[config.mk]
export PLATFORM = sky130hd
export DESIGN_NAME = dmem_arbiter
export DESIGN_NICKNAME = d
export VERILOG_FILES = /design/src/rtl/dmem_arb_pkg.sv /design/src/rtl/dmem_rr_pick.sv /design/src/rtl/dmem_arbiter.sv
export SDC_FILE = /design/constraint.sdc
export NUM_CORES = 1
export LEC_CHECK = 0
export BUFFER_PORTS_ARGS = -buffer_cell sky130_fd_sc_hd__buf_2
export CORE_MARGIN = 4
export CORE_UTILIZATION = 47
export DETAILED_ROUTE_END_ITERATION = 8
export PLACE_DENSITY = 0.84
export SYNTH_ARGS = -nofsm -noshare
export SYNTH_HDL_FRONTEND = slang
export SYNTH_SLANG_ARGS = --single-unit
export TNS_END_PERCENT = 100
[constraint.sdc]
create_clock -name clk -period 1.87 [get_ports clk]
set_input_delay 0.374 -clock clk [delete_from_list [all_inputs] [get_ports clk]]
set_output_delay 0.374 -clock clk [all_outputs]
set_load 0.01 [all_outputs]
[src/rtl/dmem_arb_pkg.sv]
// Shared definitions for the two-port data-memory arbiter.
//   NUM_PORTS : number of requesters (fixed at 2)
//   MEM_WORDS : 32-bit words in the attached data memory
//   state_e   : arbiter FSM states
package dmem_arb_pkg;

  localparam int NUM_PORTS = 2;
  localparam int MEM_WORDS = 256;

  typedef enum logic [1:0] {
    ST_IDLE   = 2'd0,
    ST_ACCESS = 2'd1,
    ST_RESP   = 2'd2
  } state_e;

endpackage

[src/rtl/dmem_rr_pick.sv]
// Two-way round-robin pick.
//   valid      : per-port request valid
//   last_grant : index of the port granted most recently
//   grant      : one-hot winner (all zero when nothing is valid)
// A lone requester always wins; on a tie the port that was not granted
// last wins.
module dmem_rr_pick
  import dmem_arb_pkg::*;
(
  input  logic [1:0] valid,
  input  logic       last_grant,
  output logic [1:0] grant
);

  always_comb begin
    grant = valid;
    if (valid == 2'b11) begin
      grant = last_grant ? 2'b01 : 2'b10;
    end
  end

endmodule

[src/rtl/dmem_arbiter.sv]
// Two-port round-robin arbiter in front of a single-cycle data memory.
// Every transaction walks IDLE -> ACCESS -> RESP.
//   clk, rst_n            : clock, asynchronous active-low reset
//   req_valid/req_ready   : per-port request handshake (we, addr, wdata)
//   rsp_valid/rsp_ready   : per-port response handshake
//   rsp_rdata, rsp_err    : shared response payload
//   mem_*                 : memory port (mem_rd is combinational read data)
//   dbg_state             : current FSM state
// Handshake rule: a transfer happens on a rising edge where valid and
// ready are both high. Requesters may raise or drop req_valid freely;
// only the handshake cycle commits. Response data is held stable while
// rsp_valid is high and rsp_ready is low.
module dmem_arbiter #(
  parameter int NUM_PORTS = dmem_arb_pkg::NUM_PORTS,
  parameter int MEM_WORDS = dmem_arb_pkg::MEM_WORDS
) (
  input  logic                       clk,
  input  logic                       rst_n,
  input  logic [NUM_PORTS-1:0]       req_valid,
  output logic [NUM_PORTS-1:0]       req_ready,
  input  logic [NUM_PORTS-1:0]       req_we,
  input  logic [NUM_PORTS-1:0][31:0] req_addr,
  input  logic [NUM_PORTS-1:0][31:0] req_wdata,
  output logic [NUM_PORTS-1:0]       rsp_valid,
  input  logic [NUM_PORTS-1:0]       rsp_ready,
  output logic [31:0]                rsp_rdata,
  output logic                       rsp_err,
  output logic [31:0]                mem_address,
  output logic [31:0]                mem_wd,
  output logic                       mem_read,
  output logic                       mem_write,
  input  logic [31:0]                mem_rd,
  output logic [1:0]                 dbg_state
);

  import dmem_arb_pkg::*;

  localparam logic [31:0] ADDR_LIMIT = 32'(4 * MEM_WORDS);

  state_e      state_q, state_d;
  logic        last_q, last_d;    // index of the last granted port
  logic        port_q, port_d;
  logic        we_q, we_d;
  logic [31:0] addr_q, addr_d;
  logic [31:0] wdata_q, wdata_d;
  logic [31:0] rdata_q, rdata_d;
  logic        err_q, err_d;

  logic [1:0]  grant;
  logic        sel;
  logic        cmd_err;

  dmem_rr_pick u_pick (
    .valid      (req_valid),
    .last_grant (last_q),
    .grant      (grant)
  );

  assign cmd_err   = (addr_q[1:0] != 2'b00) || (addr_q >= ADDR_LIMIT);
  assign rsp_rdata = rdata_q;
  assign rsp_err   = err_q;
  assign dbg_state = state_q;

  always_comb begin
    state_d     = state_q;
    last_d      = last_q;
    port_d      = port_q;
    we_d        = we_q;
    addr_d      = addr_q;
    wdata_d     = wdata_q;
    rdata_d     = rdata_q;
    err_d       = err_q;
    sel         = grant[1];
    req_ready   = '0;
    rsp_valid   = '0;
    mem_address = '0;
    mem_wd      = '0;
    mem_read    = 1'b0;
    mem_write   = 1'b0;

    case (state_q)
      ST_IDLE: begin
        // Gated by rst_n so every output is quiet while reset is held.
        req_ready = rst_n ? grant : '0;
        if (|grant) begin
          port_d  = sel;
          last_d  = sel;
          we_d    = req_we[sel];
          addr_d  = req_addr[sel];
          wdata_d = req_wdata[sel];
          state_d = ST_ACCESS;
        end
      end
      ST_ACCESS: begin
        mem_address = addr_q;
        mem_wd      = wdata_q;
        mem_read    = !we_q && !cmd_err;
        mem_write   = we_q && !cmd_err;
        rdata_d     = (!we_q && !cmd_err) ? mem_rd : 32'd0;
        err_d       = cmd_err;
        state_d     = ST_RESP;
      end
      ST_RESP: begin
        rsp_valid[port_q] = 1'b1;
        if (rsp_ready[port_q]) begin
          state_d = ST_IDLE;
        end
      end
      default: begin
        state_d = ST_IDLE;
      end
    endcase
  end

  always_ff @(posedge clk or negedge rst_n) begin
    if (!rst_n) begin
      state_q <= ST_IDLE;
      last_q  <= 1'b1;  // port 0 wins the first tie
      port_q  <= 1'b0;
      we_q    <= 1'b0;
      addr_q  <= '0;
      wdata_q <= '0;
      rdata_q <= '0;
      err_q   <= 1'b0;
    end else begin
      state_q <= state_d;
      last_q  <= last_d;
      port_q  <= port_d;
      we_q    <= we_d;
      addr_q  <= addr_d;
      wdata_q <= wdata_d;
      rdata_q <= rdata_d;
      err_q   <= err_d;
    end
  end

endmodule

## Word-level counts from Yosys, hierarchy flattened

Cells that the tools add are included.
W data, S select, Z words.

- Input bits: 168
- Flip-flop bits (word level): 102
- Output and inout port bits: 105
- Word-level logic and storage cells: 51

- Equal/unequal tests: 5
- Reduce and logical (&&, ||, !) cells: 11
- Mux-type cells: 23
- Magnitude comparators: 4

Operator list:

| cell | number |
|---|---|
| $mux W32 | 7 |
| $ge A32 B11 Y1 const B | 1 |
| $mux W2 | 7 |
| $mux W1 | 7 |
| $pmux W2 S3 | 1 |
| $eq A2 B2 Y1 const B | 2 |
| $lt A1 B2 Y1 const B | 2 |
| $ne A2 B2 Y1 const B | 2 |
| $reduce_and A2 Y1 | 2 |
| $logic_and A1 B1 Y1 | 3 |
| $eq A2 B1 Y1 const B | 1 |
| $logic_not A1 Y1 | 2 |
| $logic_not A2 Y1 | 1 |
| $reduce_bool A2 Y1 | 1 |
| $reduce_or A2 Y1 | 1 |
| $demux W1 S1 | 1 |
| $ge A1 B1 Y1 const B | 1 |
| $logic_or A1 B1 Y1 | 1 |

## Logic depth before layout (Yosys ltp)

Gate-level depths: netlist (run 1).

- Depth in word-level cells: 5
- Gate-level depth with buffers: 5

## Hierarchy

A second synthesis (run 1) with hierarchy kept.

- Cells, all modules: 461
- Area, all modules: 5,481.5 µm²

Modules (own cells, without submodules):

| module | cells each | seq. area each (µm²) | area each (µm²) | times used |
|---|---|---|---|---|
| dmem_arbiter | 458 | 2,553.7 | 5,462.7 | 1 |
| dmem_rr_pick | 3 | 0.0 | 18.8 | 1 |

## Worst setup path before layout (run 1)

Ideal clock, no wire load.

- Path type: reg-to-output
- Start point: reg addr_q[22]
- End point: out mem_read
- Cell stages (with the launch flop): 5
- Setup slack: 106 ps
- Arrival time: 1,390 ps
- Cell sequence: dfrtp_1 nor4_1 nand2_1 clkbuf_1 nor4_1

- Longest elaborated chain between the ends: 5

Ends and longest elaborated chain:

| item | RTL line | RTL |
|---|---|---|
| from (decl) | dmem_arbiter.sv:44 | `logic [31:0] addr_q, addr_d;` |
| from (signal assigned) | dmem_arbiter.sv:130 | `addr_q <= addr_d;` |
| $ge A32 B11 Y1 | dmem_arbiter.sv:59 | `assign cmd_err = (addr_q[1:0] != 2'b00) \|\| (addr_q >= ADDR_LIMIT);` |
| $logic_or A1 B1 Y1 | dmem_arbiter.sv:59 |  |
| $logic_not A1 Y1 | dmem_arbiter.sv:97 | `mem_read = !we_q && !cmd_err;` |
| $logic_and A1 B1 Y1 | dmem_arbiter.sv:97 |  |
| $mux W1 | dmem_arbiter.sv:81 | `case (state_q)` |
| to (decl) | dmem_arbiter.sv:30 | `output logic mem_read,` |

Every way passes these cells.

## Worst setup path after layout (run 1)

- Start point: reg addr_q[0]
- End point: out mem_write

- Longest elaborated chain between the ends: 5

Ends and longest elaborated chain:

| item | RTL line | RTL |
|---|---|---|
| $ge A32 B11 Y1 / $reduce_bool A2 Y1 (equally long branches) | dmem_arbiter.sv:59 |  |
| $logic_or A1 B1 Y1 (*) | dmem_arbiter.sv:59 |  |
| $logic_not A1 Y1 (*) | dmem_arbiter.sv:98 | `mem_write = we_q && !cmd_err;` |
| $logic_and A1 B1 Y1 (*) | dmem_arbiter.sv:98 |  |
| $mux W1 (*) | dmem_arbiter.sv:81 |  |
| to (decl) | dmem_arbiter.sv:31 | `output logic mem_write,` |

Mark *: on every way between the ends. The rest lies on a longest branch, timed or not.

==> run_results.csv, run 1 <==
group,metric,value,unit
yosys,synthCells,460,
setup_path,critPathRequiredTime,1500,ps
timing,max_slew_margin,64.1,%
clock_network,cts.sinks,102,
worst_hold_path,hold_path_class,"in2async",
place,place_hpwl,11.7,mm
timing,hold_violations,0,
global_routing,antenna_found_initial,0,
floorplan,io_pins,273,
yosys,synthMuxAreaShare,29.5,%
clock_network,h-tree-depth,3,
place,port-buffer-count,272,
global_routing,track_usage,23.9,%
routing,wirelength,17.6,mm
routing,drc,0,
yosys,synthXorXnorAreaFrac,0,%
clock_network,cts_hold_buf,0,
yosys,ys_ff_latch,102,
yosys,synth-adder-area-share,0,%
routing,wl_per_cell,19.3,um
yosys,yosysSeqAreaShare,46.3,%
timing,fin_ws,-251,ps
routing,first_pass_iters,4,
setup_path,r2r-start,"addr_q[15]",
setup_path,crit_family,"simple AND/OR/NAND/NOR gates",
timing,final.setup_skew,8.58,ps
setup_path,cpPeakStageDelay,590,ps
yosys,synth-simple-area-share,14.9,%
pwr,vdd_drop_max,0.871,mV
setup_path,ff2ff_path_depth,6,
setup_path,worstPathMaxFanout,3,
setup_path,critPathSlowestCell,"or4_4",
timing,min_period_over_period,113,%
floorplan,initial_utilization,48.1,%
setup_path,path_cells,"or4_4 > nor4_4 > buf_2",
timing,tns,-5900,ps
routing,num_vias,4843,
final_layout,n_antenna_cell,0,
floorplan,core_area,11500,um2
clock_network,numCtsBuffers,9,
clock_network,clock_latency,340,ps
outcome,status,"complete, but fails checks",
yosys,synthesis.nets,628,
yosys,synth_edf_count,0,
global_routing,overflow,0,
outcome,violations,"negative setup slack",
final_layout,area_growth,55.8,%
final_layout,nNetsFinal,928,
final_layout,drive_gt1_share,71.4,%
clock_network,cts_tree,"done",
clock_network,path_clk_slew,70,ps
yosys,synth_flop_cell,"dfrtp_1",
global_routing,grt_max_degree,102,
routing,vias_per_cell,5.33,
yosys,ys_warn_count,0,
setup_path,cp-end-kind,"primary output",
floorplan,die_h,116,um
setup_path,timing.rr.end,"rsp_err",
floorplan,rows,39,
setup_path,critPathKind,"reg2out",
timing,maxSlewViolCount,0,
setup_path,crit_buf_inv,1,
pwr,p_leak,4.18,nW
clock_network,cts_root_buf,"clkbuf_16",
global_routing,grt_pass1_vias,4968,
yosys,synthesis.area,5510,um2
routing,ant_nets,0,
clock_network,cts.path.max_buffers,2,
floorplan,dieArea,13500,um2
timing,fin_crit,2120,ps
yosys,synth_compound_area_share,5.47,%
timing,fmax,0.472,GHz
timing,rsz0062_at_grt,"yes",
timing,hold_ws,15.7,ps
routing,dr.first_iter.drc_count,305,
yosys,async_reset_ff_share,100,%
flow_run,max_cap_viol_count,0,
timing,worst_pin_slew,538,ps
place,gp_congestion,0.856,
yosys,synth_top_family_by_area,"multiplexers",
global_routing,grt_pass1_wl,25.1,mm
timing,setup_viol,67,
yosys,ys_types,32,
floorplan,die_w,116,um
setup_path,worst_setup_path_start_kind,"flop",
pwr,power.density,1460,nW/um2
setup_path,r2r_slack,-20,ps
yosys,synth_area_per_cell,12.0,um2
setup_path,arrival,1750,ps
==> routing by layer <==
layer  global-route usage [%]  share of wire [%]  vias to the layer above
met5                        0                  0                        -
met1                     27.4                 36                     2378
li1                         -                  -                     2229
met2                     45.8                 56                      204
met3                     2.85                6.1                       32
met4                     7.73                2.1                        0
==> layout by cell type, fill, tap and decap left out, types with 2 or more instances in the layout <==
| master | count |
|---|---|
| o31ai_1 | 29 |
| clkinvlp_4 | 2 |
| buf_4 | 28 |
| clkbuf_16 | 11 |
| buf_6 | 68 |
| mux2_2 | 82 |
| buf_2 | 208 |
| buf_12 | 11 |
| mux2i_1 | 2 |
| nor2_1 | 2 |
| and2_1 | 2 |
| buf_16 | 5 |
| nand2_1 | 33 |
| o21ai_0 | 2 |
| and2_4 | 62 |
| dfrtp_1 | 99 |
| o31ai_2 | 3 |
| nand3_1 | 32 |
| mux2_4 | 40 |
| nand2b_1 | 2 |
| inv_1 | 2 |
| bufinv_16 | 2 |
| nor4_4 | 6 |
| dfrtp_2 | 2 |
| mux2_1 | 7 |
| buf_8 | 4 |
==> power breakdown <==
| part | leakage, nW | switching [mW] | internal [mW] |
|---|---|---|---|
| Combinational | 2.77 | 2.66 | 4.20 |
| Sequential | 1.26 | 0.644 | 3.00 |
| Clock | 0.152 | 0.846 | 1.18 |
==> Yosys cell counts (all sizes together) (2+ instances only) <==
| master | instances | share of area, % |
|---|---|---|
| nor4 | 8 | 1.4 |
| o21ai | 2 | 0.18 |
| inv | 2 | 0.14 |
| nand2b | 2 | 0.23 |
| o31ai | 32 | 4.4 |
| and2 | 64 | 7.3 |
| dfrtp | 101 | 46 |
| nand3 | 32 | 2.9 |
| mux2 | 129 | 29 |
| mux2i | 2 | 0.36 |
| buf | 20 | 2.5 |
| nand2 | 34 | 2.3 |
| clkbuf | 17 | 1.2 |
| nor2 | 3 | 0.25 |
==> cell type report <==
type                            instances  area, um2
Clock buffer                            9        225
Clock inverter                          7       97.6
Fill cell                             737       2880
Inverter                                3       11.3
Multi-Input combinational cell        318       3030
Sequential cell                       102       2560
Tap cell                              143        179
Timing Repair Buffer                  326       2480
==> metrics by stage <==
step | setup slack [ps] | instances | total power [mW] | utilization [%] | area [um2]
6_report | -251 | 908 | 12.5 | 74.9 | 8580
5_1_grt | -336 | 908 | 13.1 | 74.9 | 8580
4_1_cts | -313 | 896 | 11.4 | 69.7 | 7990
3_5_place_dp | -12.4 | 858 | 7.99 | 61.9 | 7100
3_3_place_gp | -11.0 | 858 | 7.82 | 61.9 | 7100
2_1_floorplan | 106 | 460 | 6.40 | - | 5510
==> logic make-up (layout without fill, tap and decap cells) <==
kind of cell           after synthesis  in the layout
muxes                              131            131
buffers and inverters               40            345
and+or+nand+nor                    147            147
DFF                                102            102
AOI/OAI and AO/OA                   40             40
==> registers in the layout, summed over array words and instances, names as in the netlist <==
register,flops
we_q,1
last_q,1
dbg_state,2
wdata_q,32
rsp_rdata,32
port_q,1
addr_q,32
rsp_err,1
==> worst max-delay path by stage <==
stage	startpoint	end	slack (ps)	cells past startpoint
2_1_floorplan	addr_q[22]	mem_read	110	4
3_3_place_gp	addr_q[22]	mem_read	-10	5
3_5_place_dp	addr_q[22]	mem_write	-10	5
4_1_cts	addr_q[16]	mem_write	-310	4
5_1_grt	addr_q[21]	mem_read	-340	4
6_report	addr_q[0]	mem_write	-250	3
==> timing repair <==
action,CTS,global route
resized for setup,59,114
buffers inserted,14,16
cloned,8,2
setup endpoints to repair,47,76
pin swaps,11,37
Power figures use the tool's default switching activity.
==> inputs of run 2 (changes only) <==
GPL_TIMING_DRIVEN = 0   (was unset)
clock period = 2.4 ns   (was 1.87 ns; I/O delays follow)
==> run_results.csv, run 2 (synthesis gave the netlist of run 1 again) <==
group,metric,value,unit
setup_path,worstPathMaxFanout,5,
setup_path,timing.rr.end,"addr_q[27]",
setup_path,r2r-start,"dbg_state[0]",
global_routing,grt_pass1_wl,23.8,mm
final_layout,mostFrequentLayoutCell,"buf_2",
final_layout,area_growth,36.0,%
timing,setup_viol,0,
clock_network,h-tree-depth,3,
outcome,status,"finished, final reports clean",
routing,num_vias,4653,
timing,max_slew_margin,60.8,%
clock_network,cts_hold_buf,0,
routing,wl_per_cell,17.3,um
clock_network,cts.sinks,102,
setup_path,critPathKind,"reg2out",
floorplan,die_w,116,um
clock_network,path_clk_slew,70,ps
timing,fin_crit,2360,ps
global_routing,track_usage,22.8,%
final_layout,regArea,2550,um2
timing,maxSlewViolCount,0,
timing,hold_violations,0,
final_layout,nNetsFinal,915,
global_routing,overflow,0,
floorplan,initial_utilization,48.1,%
final_layout,drive_gt1_share,60.4,%
floorplan,die_h,116,um
global_routing,antenna_found_initial,0,
timing,final.setup_skew,6.66,ps
place,placed_cell_area,7080,um2
clock_network,clock_latency,340,ps
floorplan,dieArea,13500,um2
place,port-buffer-count,272,
global_routing,grt_pass1_vias,4822,
timing,fmax,0.423,GHz
final_layout,n_antenna_cell,0,
timing,rsz0062_at_grt,"yes",
place,place_hpwl,12.2,mm
pwr,power.density,1050,nW/um2
clock_network,cts.path.max_buffers,2,
setup_path,arrival,1880,ps
floorplan,core_area,11500,um2
setup_path,cp-end-kind,"primary output",
routing,dr.first_iter.drc_count,325,
setup_path,path_cells,"nor4_2 > nand4_2 > nor4_2 > buf_2",
routing,vias_per_cell,5.20,
pwr,power,7.85,mW
setup_path,critPathRequiredTime,1920,ps
setup_path,critPathSlowestCell,"dfrtp_1",
setup_path,worst_setup_path_start_kind,"flop",
worst_hold_path,hold_path_class,"in2async",
routing,first_pass_iters,4,
floorplan,rows,39,
setup_path,r2r_slack,530,ps
final_layout,n_fill_cell,877,
setup_path,ff2ff_path_depth,5,
timing,min_period_over_period,98.4,%
clock_network,numCtsBuffers,9,
final_layout,postLayoutCellArea,7500,um2
pwr,vdd_drop_max,0.529,mV
clock_network,cts_root_buf,"clkbuf_16",
final_layout,multi_input_area,2780,um2
pwr,p_leak,3.79,nW
setup_path,cpMostUsedCell,"nor4_2",
routing,ant_nets,0,
flow_run,max_cap_viol_count,0,
floorplan,io_pins,273,
timing,worst_pin_slew,588,ps
routing,wirelength,15.5,mm
final_layout,mostFrequentLayoutCells,"buf_2, dfrtp_1, mux2_2",
clock_network,cts_tree,"done",
setup_path,cpPeakStageDelay,410,ps
global_routing,grt_max_degree,62,
routing,drc,0,
place,gp_congestion,0.866,
run 2: cell count changes in the layout (fill, tap and decap cells not counted), moves of 10 or more:
cell	delta
and2_1	+62
and2_4	-62
buf_4	-20
buf_6	-64
clkbuf_1	+10
buf_2	+76
buf_12	-11
run 2: layer usage:
metal  GRT usage (%)  vias to the layer above  routed length, um
li1                -                     2202                  -
met1            27.1                     2249               6060
met2            42.1                      179               8230
met3            3.26                       23                902
met4            7.73                        0                307
met5               0                        -                  0
run 2: worst max path at each step:
stage,startpoint,endpoint,slack [ps],depth (start not counted)
after floorplan,addr_q[22],mem_read,530,4
after global placement,rst_n,req_ready[1],-790,3
after detailed placement,addr_q[22],mem_write,-20,5
after CTS,addr_q[16],mem_write,-30,4
after global routing,addr_q[16],mem_read,-60,4
final,addr_q[16],mem_write,40,4
run 2: cell type report:
cell class | instances | area share [%]
multi-input cells | 318 | 37.1
flip-flops and latches | 102 | 34.1
repair buffers | 276 | 18.9
clock buffers | 9 | 3.00
plain buffers | 37 | 2.80
well taps | 143 | 2.39
clock inverters | 7 | 1.60
inverters | 3 | 0.150
run 2: report_power, final:
group	total, mW	switching [mW]	internal (mW)
sequential	2.77	0.440	2.33
combinational	3.39	1.61	1.79
clock	1.69	0.661	1.03
total	7.85	2.71	5.14
run 2: timing repair:
action                     in CTS  in global routing
setup buffers                   1                  2
setup endpoints to repair      52                 60
pin swaps                       1                  2
resized for setup              10                  6
gates cloned                    0                  0
run 2: worst max-delay path: cells and delay by family (launching register included):
family | cells | cell delay [ps]
AND/OR/NAND/NOR | 3 | 950
flip-flops | 1 | 410
buffers and inverters | 1 | 180
run 2: stage by stage:
step | hold slack, ps | cells | TNS (ps) | setup WS, ps | util [%]
floorplan | 184 | 460 | 0 | 530 | -
global placement | 456 | 875 | -19600 | -793 | 61.5
detailed placement | 462 | 876 | -28.4 | -24.7 | 61.7
CTS | 151 | 893 | -30.7 | -30.7 | 65.1
global route | 172 | 895 | -106 | -59.2 | 65.4
finish | 135 | 895 | 0 | 38.7 | 65.4
==> inputs of run 3 (changes only) <==
clock period = 2.3 ns   (was 2.4 ns; I/O delays follow)
==> run_results.csv, run 3 (synthesis gave the netlist of run 1 again) <==
group,metric,value,unit
setup_path,crit_buf_inv,1,
floorplan,initial_utilization,48.1,%
setup_path,critPathKind,"reg2out",
global_routing,grt_max_degree,62,
routing,first_pass_iters,7,
final_layout,finalCoreUtilization,65.6,%
pwr,power.density,1100,nW/um2
floorplan,die_h,116,um
place,place_hpwl,12.2,mm
timing,min_period_over_period,99.2,%
timing,maxSlewViolCount,0,
global_routing,antenna_found_initial,0,
final_layout,mostFrequentLayoutCells,"buf_2, dfrtp_1, mux2_2",
place,gp_congestion,0.866,
setup_path,worstPathMaxFanout,4,
global_routing,gr-usage-met1,27.1,%
place,placed_cell_area,7080,um2
setup_path,path_cells,"or4_4 > nor4_4 > buf_2",
clock_network,h-tree-depth,3,
clock_network,cts.path.max_buffers,2,
setup_path,crit_family,"simple AND/OR/NAND/NOR gates",
global_routing,use_met2,42.4,%
floorplan,dieArea,13500,um2
setup_path,r2r-start,"dbg_state[1]",
global_routing,grt_busiest_layer,"met2",
timing,fin_ws,18.3,ps
clock_network,numCtsBuffers,9,
timing,setup_viol,0,
place,dp_slack,-105,ps
global_routing,grt_pass1_wl,23.9,mm
routing,wl_per_cell,17.4,um
final_layout,nNetsFinal,915,
global_routing,grt_pass1_vias,4835,
clock_network,clock_latency,340,ps
floorplan,die_w,116,um
final_layout,postLayoutCellArea,7520,um2
place,dp.cells,876,
setup_path,timing.rr.end,"addr_q[29]",
setup_path,arrival,1820,ps
outcome,status,"finished, final reports clean",
routing,ant_nets,0,
routing,wirelength,15.5,mm
setup_path,ff2ff_path_depth,5,
worst_hold_path,hold_path_class,"in2async",
pwr,p_leak,3.81,nW
setup_path,critPathRequiredTime,1840,ps
flow_run,max_cap_viol_count,0,
setup_path,worstSetupEndpoint,"mem_write",
final_layout,mostFrequentLayoutCell,"buf_2",
global_routing,met3_usage,3.26,%
global_routing,overflow,0,
floorplan,rows,39,
clock_network,path_clk_slew,70,ps
timing,final.setup_skew,6.21,ps
setup_path,critPathLaunch,"addr_q[0]",
setup_path,critPathSlowestCell,"or4_4",
timing,hold_ws,112,ps
final_layout,drive_gt1_share,60.6,%
pwr,vdd_drop_max,0.556,mV
timing,hold_violations,0,
final_layout,n_fill_cell,875,
setup_path,cpPeakStageDelay,590,ps
routing,vias_per_cell,5.20,
final_layout,fin_cells,895,
setup_path,crit_cells,3,
final_layout,area_growth,36.5,%
pwr,power,8.24,mW
timing,fmax,0.438,GHz
routing,drc,0,
global_routing,track_usage,22.9,%
timing,fin_crit,2280,ps
floorplan,core_area,11500,um2
clock_network,cts_tree,"done",
timing,worst_pin_slew,592,ps
routing,num_vias,4656,
setup_path,cp-end-kind,"primary output",
setup_path,worst_setup_path_start_kind,"flop",
place,port-buffer-count,272,
final_layout,n_antenna_cell,0,
setup_path,r2r_slack,410,ps
timing,max_slew_margin,60.5,%
clock_network,cts_root_buf,"clkbuf_16",
routing,dr.first_iter.drc_count,295,
floorplan,io_pins,273,
clock_network,cts.sinks,102,
timing,tns,0,ps
timing,rsz0062_at_grt,"yes",
## run 3: cell type report
class	instances	area (um2)	area share (%)
Buffer	37	216	2.88
Clock buffer	9	225	3.00
Clock inverter	7	120	1.60
Inverter	3	11.3	0.150
Multi-Input combinational cell	318	2800	37.2
Sequential cell	102	2550	34.0
Tap cell	143	179	2.38
Timing Repair Buffer	276	1410	18.8
## run 3: worst min path at each step
stage	start	end	slack (ps)	depth (start not counted)
3_5_place_dp	rsp_rdata[12]	rsp_rdata[12]	460	2
5_1_grt	rst_n	wdata_q[18]	150	1
2_1_floorplan	rst_n	addr_q[0]	160	0
6_report	rst_n	wdata_q[18]	110	1
4_1_cts	rst_n	wdata_q[18]	130	1
3_3_place_gp	rsp_rdata[10]	rsp_rdata[10]	460	2
## run 3: where the power goes
| part | switching, mW | internal (mW) |
|---|---|---|
| logic | 1.69 | 1.89 |
| registers | 0.467 | 2.43 |
| clock network | 0.689 | 1.07 |
## run 3: metal layers
metal	part of all wire, %	wire [um]
met1	39	6070
met2	53	8280
met3	5.8	896
met5	0	0
met4	1.9	293
## run 3: what timing repair did
action,CTS,global route
buffers inserted,2,1
resized for setup,16,7
endpoints found under the setup margin,61,58
pin swaps,2,5
hold buffers,0,0
